==> src/rtl/matrix_mult_rect_if.sv <==
// Handshake and operand/result bus for matrix_mult_rect.
// The master drives start and the operands. The slave returns the result and status.
interface matrix_mult_rect_if #(
    parameter int unsigned ROWS_A = 2,
    parameter int unsigned INNER  = 2,
    parameter int unsigned COLS_B = 2,
    parameter int unsigned IN_W   = 8,
    parameter int unsigned OUT_W  = 16
);
    logic                              start;
    logic [ROWS_A*INNER*IN_W-1:0]      a;
    logic [INNER*COLS_B*IN_W-1:0]      b;
    logic [ROWS_A*COLS_B*OUT_W-1:0]    c;
    logic                              busy;
    logic                              done;
    logic                              ovf;

    modport master (output start, a, b, input c, busy, done, ovf);
    modport slave  (input start, a, b, output c, busy, done, ovf);
endinterface

==> src/rtl/matrix_mult_rect.sv <==
// Sequential signed matrix multiplier C = A x B (M x K by K x N).
// It performs one MAC per cycle and converts each result to OUT_W by saturating or wrapping.
module matrix_mult_rect #(
    parameter int unsigned ROWS_A = 2,
    parameter int unsigned INNER  = 2,
    parameter int unsigned COLS_B = 2,
    parameter int unsigned IN_W   = 8,
    parameter int unsigned OUT_W  = 16,
    parameter bit          SAT    = 1'b1
) (
    input  logic                clk,
    input  logic                reset,
    matrix_mult_rect_if.slave   mm
);
    localparam int unsigned ProdW = 2 * IN_W;
    localparam int unsigned AccW  = 2 * IN_W + $clog2(INNER) + 1;
    localparam int unsigned IW    = (ROWS_A > 1) ? $clog2(ROWS_A) : 1;
    localparam int unsigned JW    = (COLS_B > 1) ? $clog2(COLS_B) : 1;
    localparam int unsigned KW    = (INNER > 1) ? $clog2(INNER) : 1;
    localparam int unsigned AW    = ROWS_A * INNER * IN_W;
    localparam int unsigned BW    = INNER * COLS_B * IN_W;
    localparam int unsigned CW    = ROWS_A * COLS_B * OUT_W;
    localparam int unsigned AXW   = $clog2(AW);
    localparam int unsigned BXW   = $clog2(BW);
    localparam int unsigned CXW   = $clog2(CW);

    localparam logic [IW-1:0] LastI = IW'(ROWS_A - 1);
    localparam logic [JW-1:0] LastJ = JW'(COLS_B - 1);
    localparam logic [KW-1:0] LastK = KW'(INNER - 1);

    // OUT_W signed limits, sign-extended to accumulator width
    localparam logic signed [AccW-1:0] MaxVal = {{(AccW-OUT_W+1){1'b0}}, {(OUT_W-1){1'b1}}};
    localparam logic signed [AccW-1:0] MinVal = {{(AccW-OUT_W+1){1'b1}}, {(OUT_W-1){1'b0}}};

    typedef enum logic [1:0] {StIdle, StMac, StDone} state_e;

    state_e                  state_q, state_d;
    logic [AW-1:0]           a_q, a_d;
    logic [BW-1:0]           b_q, b_d;
    logic [IW-1:0]           i_q, i_d;
    logic [JW-1:0]           j_q, j_d;
    logic [KW-1:0]           k_q, k_d;
    logic signed [AccW-1:0]  acc_q, acc_d;
    logic [CW-1:0]           buf_q, buf_d;
    logic                    run_ovf_q, run_ovf_d;
    logic [CW-1:0]           c_q, c_d;
    logic                    ovf_q, ovf_d;
    logic                    busy_q, busy_d;
    logic                    done_q, done_d;

    logic [AXW-1:0]          a_idx;
    logic [BXW-1:0]          b_idx;
    logic [CXW-1:0]          c_idx;
    logic signed [IN_W-1:0]  a_el, b_el;
    logic signed [ProdW-1:0] prod;
    logic signed [AccW-1:0]  sum;
    logic                    oor;
    logic [OUT_W-1:0]        conv;

    always_comb begin
        a_idx = AXW'((32'(i_q) * INNER + 32'(k_q)) * IN_W);
        b_idx = BXW'((32'(k_q) * COLS_B + 32'(j_q)) * IN_W);
        c_idx = CXW'((32'(i_q) * COLS_B + 32'(j_q)) * OUT_W);
        a_el  = a_q[a_idx +: IN_W];
        b_el  = b_q[b_idx +: IN_W];
        prod  = ProdW'(a_el) * ProdW'(b_el);
        sum   = acc_q + AccW'(prod);
        oor   = (sum > MaxVal) || (sum < MinVal);
        if (oor && SAT) begin
            conv = (sum < 0) ? MinVal[OUT_W-1:0] : MaxVal[OUT_W-1:0];
        end else begin
            conv = sum[OUT_W-1:0];
        end
    end

    always_comb begin
        state_d   = state_q;
        a_d       = a_q;
        b_d       = b_q;
        i_d       = i_q;
        j_d       = j_q;
        k_d       = k_q;
        acc_d     = acc_q;
        buf_d     = buf_q;
        run_ovf_d = run_ovf_q;
        c_d       = c_q;
        ovf_d     = ovf_q;
        busy_d    = 1'b0;
        done_d    = 1'b0;
        case (state_q)
            StIdle: begin
                if (mm.start) begin
                    a_d       = mm.a;
                    b_d       = mm.b;
                    i_d       = '0;
                    j_d       = '0;
                    k_d       = '0;
                    acc_d     = '0;
                    run_ovf_d = 1'b0;
                    busy_d    = 1'b1;
                    state_d   = StMac;
                end
            end
            StMac: begin
                busy_d = 1'b1;
                if (k_q == LastK) begin
                    buf_d[c_idx +: OUT_W] = conv;
                    acc_d     = '0;
                    k_d       = '0;
                    run_ovf_d = run_ovf_q | oor;
                    if (j_q == LastJ) begin
                        j_d = '0;
                        if (i_q == LastI) begin
                            // Exit edge: publish the whole buffer, including this element
                            i_d     = '0;
                            c_d     = buf_d;
                            ovf_d   = run_ovf_q | oor;
                            busy_d  = 1'b0;
                            done_d  = 1'b1;
                            state_d = StDone;
                        end else begin
                            i_d = i_q + 1'b1;
                        end
                    end else begin
                        j_d = j_q + 1'b1;
                    end
                end else begin
                    acc_d = sum;
                    k_d   = k_q + 1'b1;
                end
            end
            StDone: begin
                state_d = StIdle;
            end
            default: begin
                state_d = StIdle;
            end
        endcase
    end

    always_ff @(posedge clk) begin
        if (reset) begin
            state_q   <= StIdle;
            a_q       <= '0;
            b_q       <= '0;
            i_q       <= '0;
            j_q       <= '0;
            k_q       <= '0;
            acc_q     <= '0;
            buf_q     <= '0;
            run_ovf_q <= 1'b0;
            c_q       <= '0;
            ovf_q     <= 1'b0;
            busy_q    <= 1'b0;
            done_q    <= 1'b0;
        end else begin
            state_q   <= state_d;
            a_q       <= a_d;
            b_q       <= b_d;
            i_q       <= i_d;
            j_q       <= j_d;
            k_q       <= k_d;
            acc_q     <= acc_d;
            buf_q     <= buf_d;
            run_ovf_q <= run_ovf_d;
            c_q       <= c_d;
            ovf_q     <= ovf_d;
            busy_q    <= busy_d;
            done_q    <= done_d;
        end
    end

    assign mm.c    = c_q;
    assign mm.ovf  = ovf_q;
    assign mm.busy = busy_q;
    assign mm.done = done_q;
endmodule

==> src/flat_wrapper.sv <==
// flat-port wrapper written by rule: the top's interface ports become plain ports
module matrix_mult_rect_flat 
#(
    parameter int unsigned ROWS_A = 2,
    parameter int unsigned INNER  = 2,
    parameter int unsigned COLS_B = 2,
    parameter int unsigned IN_W   = 8,
    parameter int unsigned OUT_W  = 16,
    parameter bit          SAT    = 1'b1
)
  (clk, reset, mm_start, mm_a, mm_b, mm_c, mm_busy, mm_done, mm_ovf);
  matrix_mult_rect_if #(.ROWS_A(ROWS_A), .INNER(INNER), .COLS_B(COLS_B), .IN_W(IN_W), .OUT_W(OUT_W)) mm_i ();
  input  logic clk;
  input  logic reset;
  input wire logic [$bits(mm_i.start)-1:0] mm_start;
  input wire logic [$bits(mm_i.a)-1:0] mm_a;
  input wire logic [$bits(mm_i.b)-1:0] mm_b;
  output wire logic [$bits(mm_i.c)-1:0] mm_c;
  output wire logic [$bits(mm_i.busy)-1:0] mm_busy;
  output wire logic [$bits(mm_i.done)-1:0] mm_done;
  output wire logic [$bits(mm_i.ovf)-1:0] mm_ovf;
  assign mm_i.start = mm_start;
  assign mm_i.a = mm_a;
  assign mm_i.b = mm_b;
  assign mm_c = mm_i.c;
  assign mm_busy = mm_i.busy;
  assign mm_done = mm_i.done;
  assign mm_ovf = mm_i.ovf;
  matrix_mult_rect #(.ROWS_A(ROWS_A), .INNER(INNER), .COLS_B(COLS_B), .IN_W(IN_W), .OUT_W(OUT_W), .SAT(SAT)) u_core (.clk(clk), .reset(reset), .mm(mm_i));
endmodule
==> config.mk <==
export PLATFORM = sky130hd
export DESIGN_NAME = matrix_mult_rect_flat
export DESIGN_NICKNAME = d
export VERILOG_FILES = /design/src/rtl/matrix_mult_rect_if.sv /design/src/rtl/matrix_mult_rect.sv /design/src/flat_wrapper.sv
export SDC_FILE = /design/constraint.sdc
export NUM_CORES = 1
export LEC_CHECK = 0
export CORE_MARGIN = 1.5
export CORE_UTILIZATION = 40
export DETAILED_ROUTE_END_ITERATION = 7
export HOLD_SLACK_MARGIN = 0.12
export PLACE_DENSITY_LB_ADDON = 0.12
export SLEW_MARGIN = 10
export SYNTH_ARGS = -nofsm -noshare
export SYNTH_HDL_FRONTEND = slang
export SYNTH_SLANG_ARGS = --single-unit
==> constraint.sdc <==
create_clock -name clk -period 12.15 [get_ports clk]
set_input_delay 2.43 -clock clk [delete_from_list [all_inputs] [get_ports clk]]
set_output_delay 2.43 -clock clk [all_outputs]
set_load 0.02 [all_outputs]
==> flow_metrics.tcl <==
set metrics [dict create \
    worstReg2RegStart "u_core.k_q" \
    grt_pass1_wl_um 48400 \
    finalWirelength_um 30300 \
    syn-cell-area_um2 11200 \
    area_growth_pct 20.9 \
    setup_viol 0 \
    power.density_nw_per_um2 132 \
    wl_per_cell_um 17.3 \
    slew_headroom_pct 22.4 \
    worstHoldEndpoint "u_core.a_q[17]" \
    cts_resized 0 \
    cts_inserted_buffers 24 \
    cpMostUsedCell "fa_1" \
    viasPerCell 5.24 \
    grt_overflow 0 \
    drt_pass1_iterations 7 \
    post-cts-setup-buffers 0 \
    cp_data_arrival_time_ns 8.41 \
    synth_fp_nets 1462 \
    layout.nets 1556 \
    cts.clk_slew.worst_paths_ns 0.06 \
    postRouteAntennaNets 0 \
    antenna_found_initial 0 \
    yosysTopAreaCellShare_pct 36.3 \
    final_cell_mix "nand2_1, dfxtp_1, clkdlybuf4s50_1" \
    synthFlopType "dfxtp_1" \
    report.final.slew_viol_count 0 \
    crit_slowest_cell "nor3_4" \
    die_w_um 170 \
    critPathBufInv 2 \
    cpLargestDelayFamily "adder cells" \
    min_period_over_period_pct 65.8 \
    ys_async_sr_fraction_pct 0 \
    cp_max_fo 28 \
    grt_usage_pct 21.1 \
    io_buffers 133 \
    insertion_delay_ns 0.52 \
    root_buffer "clkbuf_16" \
    reg2reg_setup_slack_ns 4.15 \
    drive_gt1_share_pct 6.25 \
    hpwlAfterDp_um 21700 \
    path_cells "buf_4 > mux2_2 > o21ai_1 > or2_2 > fa_1 > fa_1 > inv_1 > fa_1 > fa_1 > fa_1 > ha_1 > a2111oi_1 > o21ai_1 > a31oi_4 > o21ai_2 > xnor2_2 > nor3_4 > nor2_1 > o21ai_0" \
    fin_util_pct 48.9 \
    ys.warnings.count 0 \
    gp_congestion 0.817 \
    finClkSkew_ns 0.0209 \
    design.core.area_um2 27700 \
    grt_max_degree 95 \
    vias 9189 \
    ys_types 70 \
    syn_inst 1268 \
    worstPathRequired_ns 12.56 \
    timing.fmax_mhz 125 \
    cts_num_sinks 203 \
    ys_seq_elements 203 \
    crit_type "reg -> reg" \
    ios 134 \
    reg2reg_depth 19 \
    final_common_cell "nand2_1" \
    ctsLongestPathBuffers 3 \
    initial_core_util_pct 40.5 \
    insertedDiodeCount 0 \
    tritoncts "built" \
    drt_iter0_drc 591 \
    cts_max_level 1 \
    synth-seq-area-share_pct 36.3 \
    finalSetupTns_ns 0 \
    syn-mean-instance-area_um2 8.84 \
    final_cells 1755 \
    cp-start-kind "register" \
    dieArea_um2 29000 \
    endpoint_kind "register" \
    power.leakage_uw 0.00557 \
    period_needed_ns 8.00 \
    synthTopCellsByArea "dfxtp_1, fa_1, nand2_1" \
    max_stage_delay_ns 1.00 \
    dieHeight_um 170 \
    grt_pass1_vias 8981 \
    peakVddDrop_mv 0.0932 \
    design_power_total_uw 1790 \
    yosys.area.top_type "dfxtp_1" \
    synth-edff-count 0 \
    rsz0062_at_grt "false" \
    hp-class "reg -> reg" \
    status "finished clean" \
    min-delay-start "u_core.a_q[17]" \
    drv_cap 0 \
    holdBufCountCts 0 \
    route.detailed.drc 0 \
    tightestPinTransition_ns 1.16 \
    hold_viol 0 \
    dp.cells 1714 \
    row_count 61 \
    r2r_end "u_core.buf_q[10]" \
    holdWs_ns 0.450 \
    hold_path_depth 2 \
]
## registers in the layout, indices dropped and copies added, names as in the netlist
signal	flops
u_core.k_q	1
u_core.a_q	32
u_core.mm.busy	1
u_core.state_q	2
u_core.acc_q	18
u_core.j_q	1
u_core.b_q	32
u_core.mm.c	64
u_core.mm.ovf	1
u_core.run_ovf_q	1
u_core.i_q	1
u_core.mm.done	1
u_core.buf_q	48
## final cells by class
| type | instances | area, µm² |
|---|---|---|
| Fill cell | 2694 | 14100 |
| Multi-Input combinational cell | 890 | 6490 |
| Sequential cell | 203 | 4060 |
| Timing Repair Buffer | 141 | 1390 |
| Clock buffer | 36 | 707 |
| Tap cell | 378 | 473 |
| Inverter | 102 | 383 |
| Clock inverter | 5 | 56.3 |
## cells by family after synthesis
group	Yosys count	synth area share, %
xor gates and xnor gates	18	1.77
AOI/OAI and AO/OA	343	18.5
DFF	203	36.3
and+or+nand+nor	384	14.6
adders and majority gates	127	19.5
buffers and inverters	175	6.05
muxes	18	3.29
## worst max-delay path by stage
stage               start  slack (ns)  cells after the start          endpoint
4_1_cts        u_core.k_q        4.15                     19  u_core.buf_q[10]
6_report       u_core.k_q        4.15                     19  u_core.buf_q[10]
3_3_place_gp   u_core.k_q        4.33                     19  u_core.buf_q[39]
3_5_place_dp   u_core.k_q        4.18                     19   u_core.buf_q[9]
5_1_grt        u_core.j_q        3.52                     18  u_core.buf_q[10]
2_1_floorplan  u_core.k_q        5.18                     23   u_core.mm.c[11]
## worst min-delay path: cells and delay by family, from the launching register on
family / cells / cell delay [ns]
flops: 1 / 0.30
simple gates: 1 / 0.05
compound gates: 1 / 0.05
## Yosys cell counts, types with 3 or more instances
| master | count |
|---|---|
| nand2b_1 | 5 |
| nor3_1 | 6 |
| o21ai_0 | 110 |
| nor2_1 | 75 |
| o21ai_1 | 25 |
| o31a_1 | 3 |
| o31ai_1 | 9 |
| a21boi_2 | 3 |
| xnor2_1 | 11 |
| nand2_1 | 235 |
| xor2_1 | 4 |
| fa_1 | 80 |
| a221oi_1 | 33 |
| buf_1 | 8 |
| nor2b_1 | 4 |
| inv_1 | 100 |
| mux4_2 | 15 |
| buf_2 | 10 |
| and2_1 | 34 |
| a22oi_1 | 14 |
| ha_1 | 47 |
| o21bai_1 | 3 |
| a2bb2oi_1 | 3 |
| clkbuf_1 | 53 |
| o21a_1 | 4 |
| nand3_1 | 6 |
| or2_2 | 3 |
| dfxtp_1 | 203 |
| a21oi_1 | 112 |
## power by group
part           total, µW  internal, µW  switching (µW)
clock network        698           421             278
registers            697           685            12.3
logic                398           135             263
total               1790          1240             553
## metrics by stage
stage                     setup slack [ns]  instance area, µm²
after floorplan                       5.18               11200
after global placement                4.33               12800
after detailed placement              4.18               12800
after CTS                             4.15               13600
after global routing                  3.52               13600
final                                 4.15               13600
## metal layers
layer | global-route usage [%] | share of wire, %
met3 | 2.53 | 4.9
met2 | 34.4 | 47
met1 | 30.0 | 46
met4 | 4.54 | 1.9
met5 | 0 | 0
Note: power is estimated with default switching activity, not from simulation.
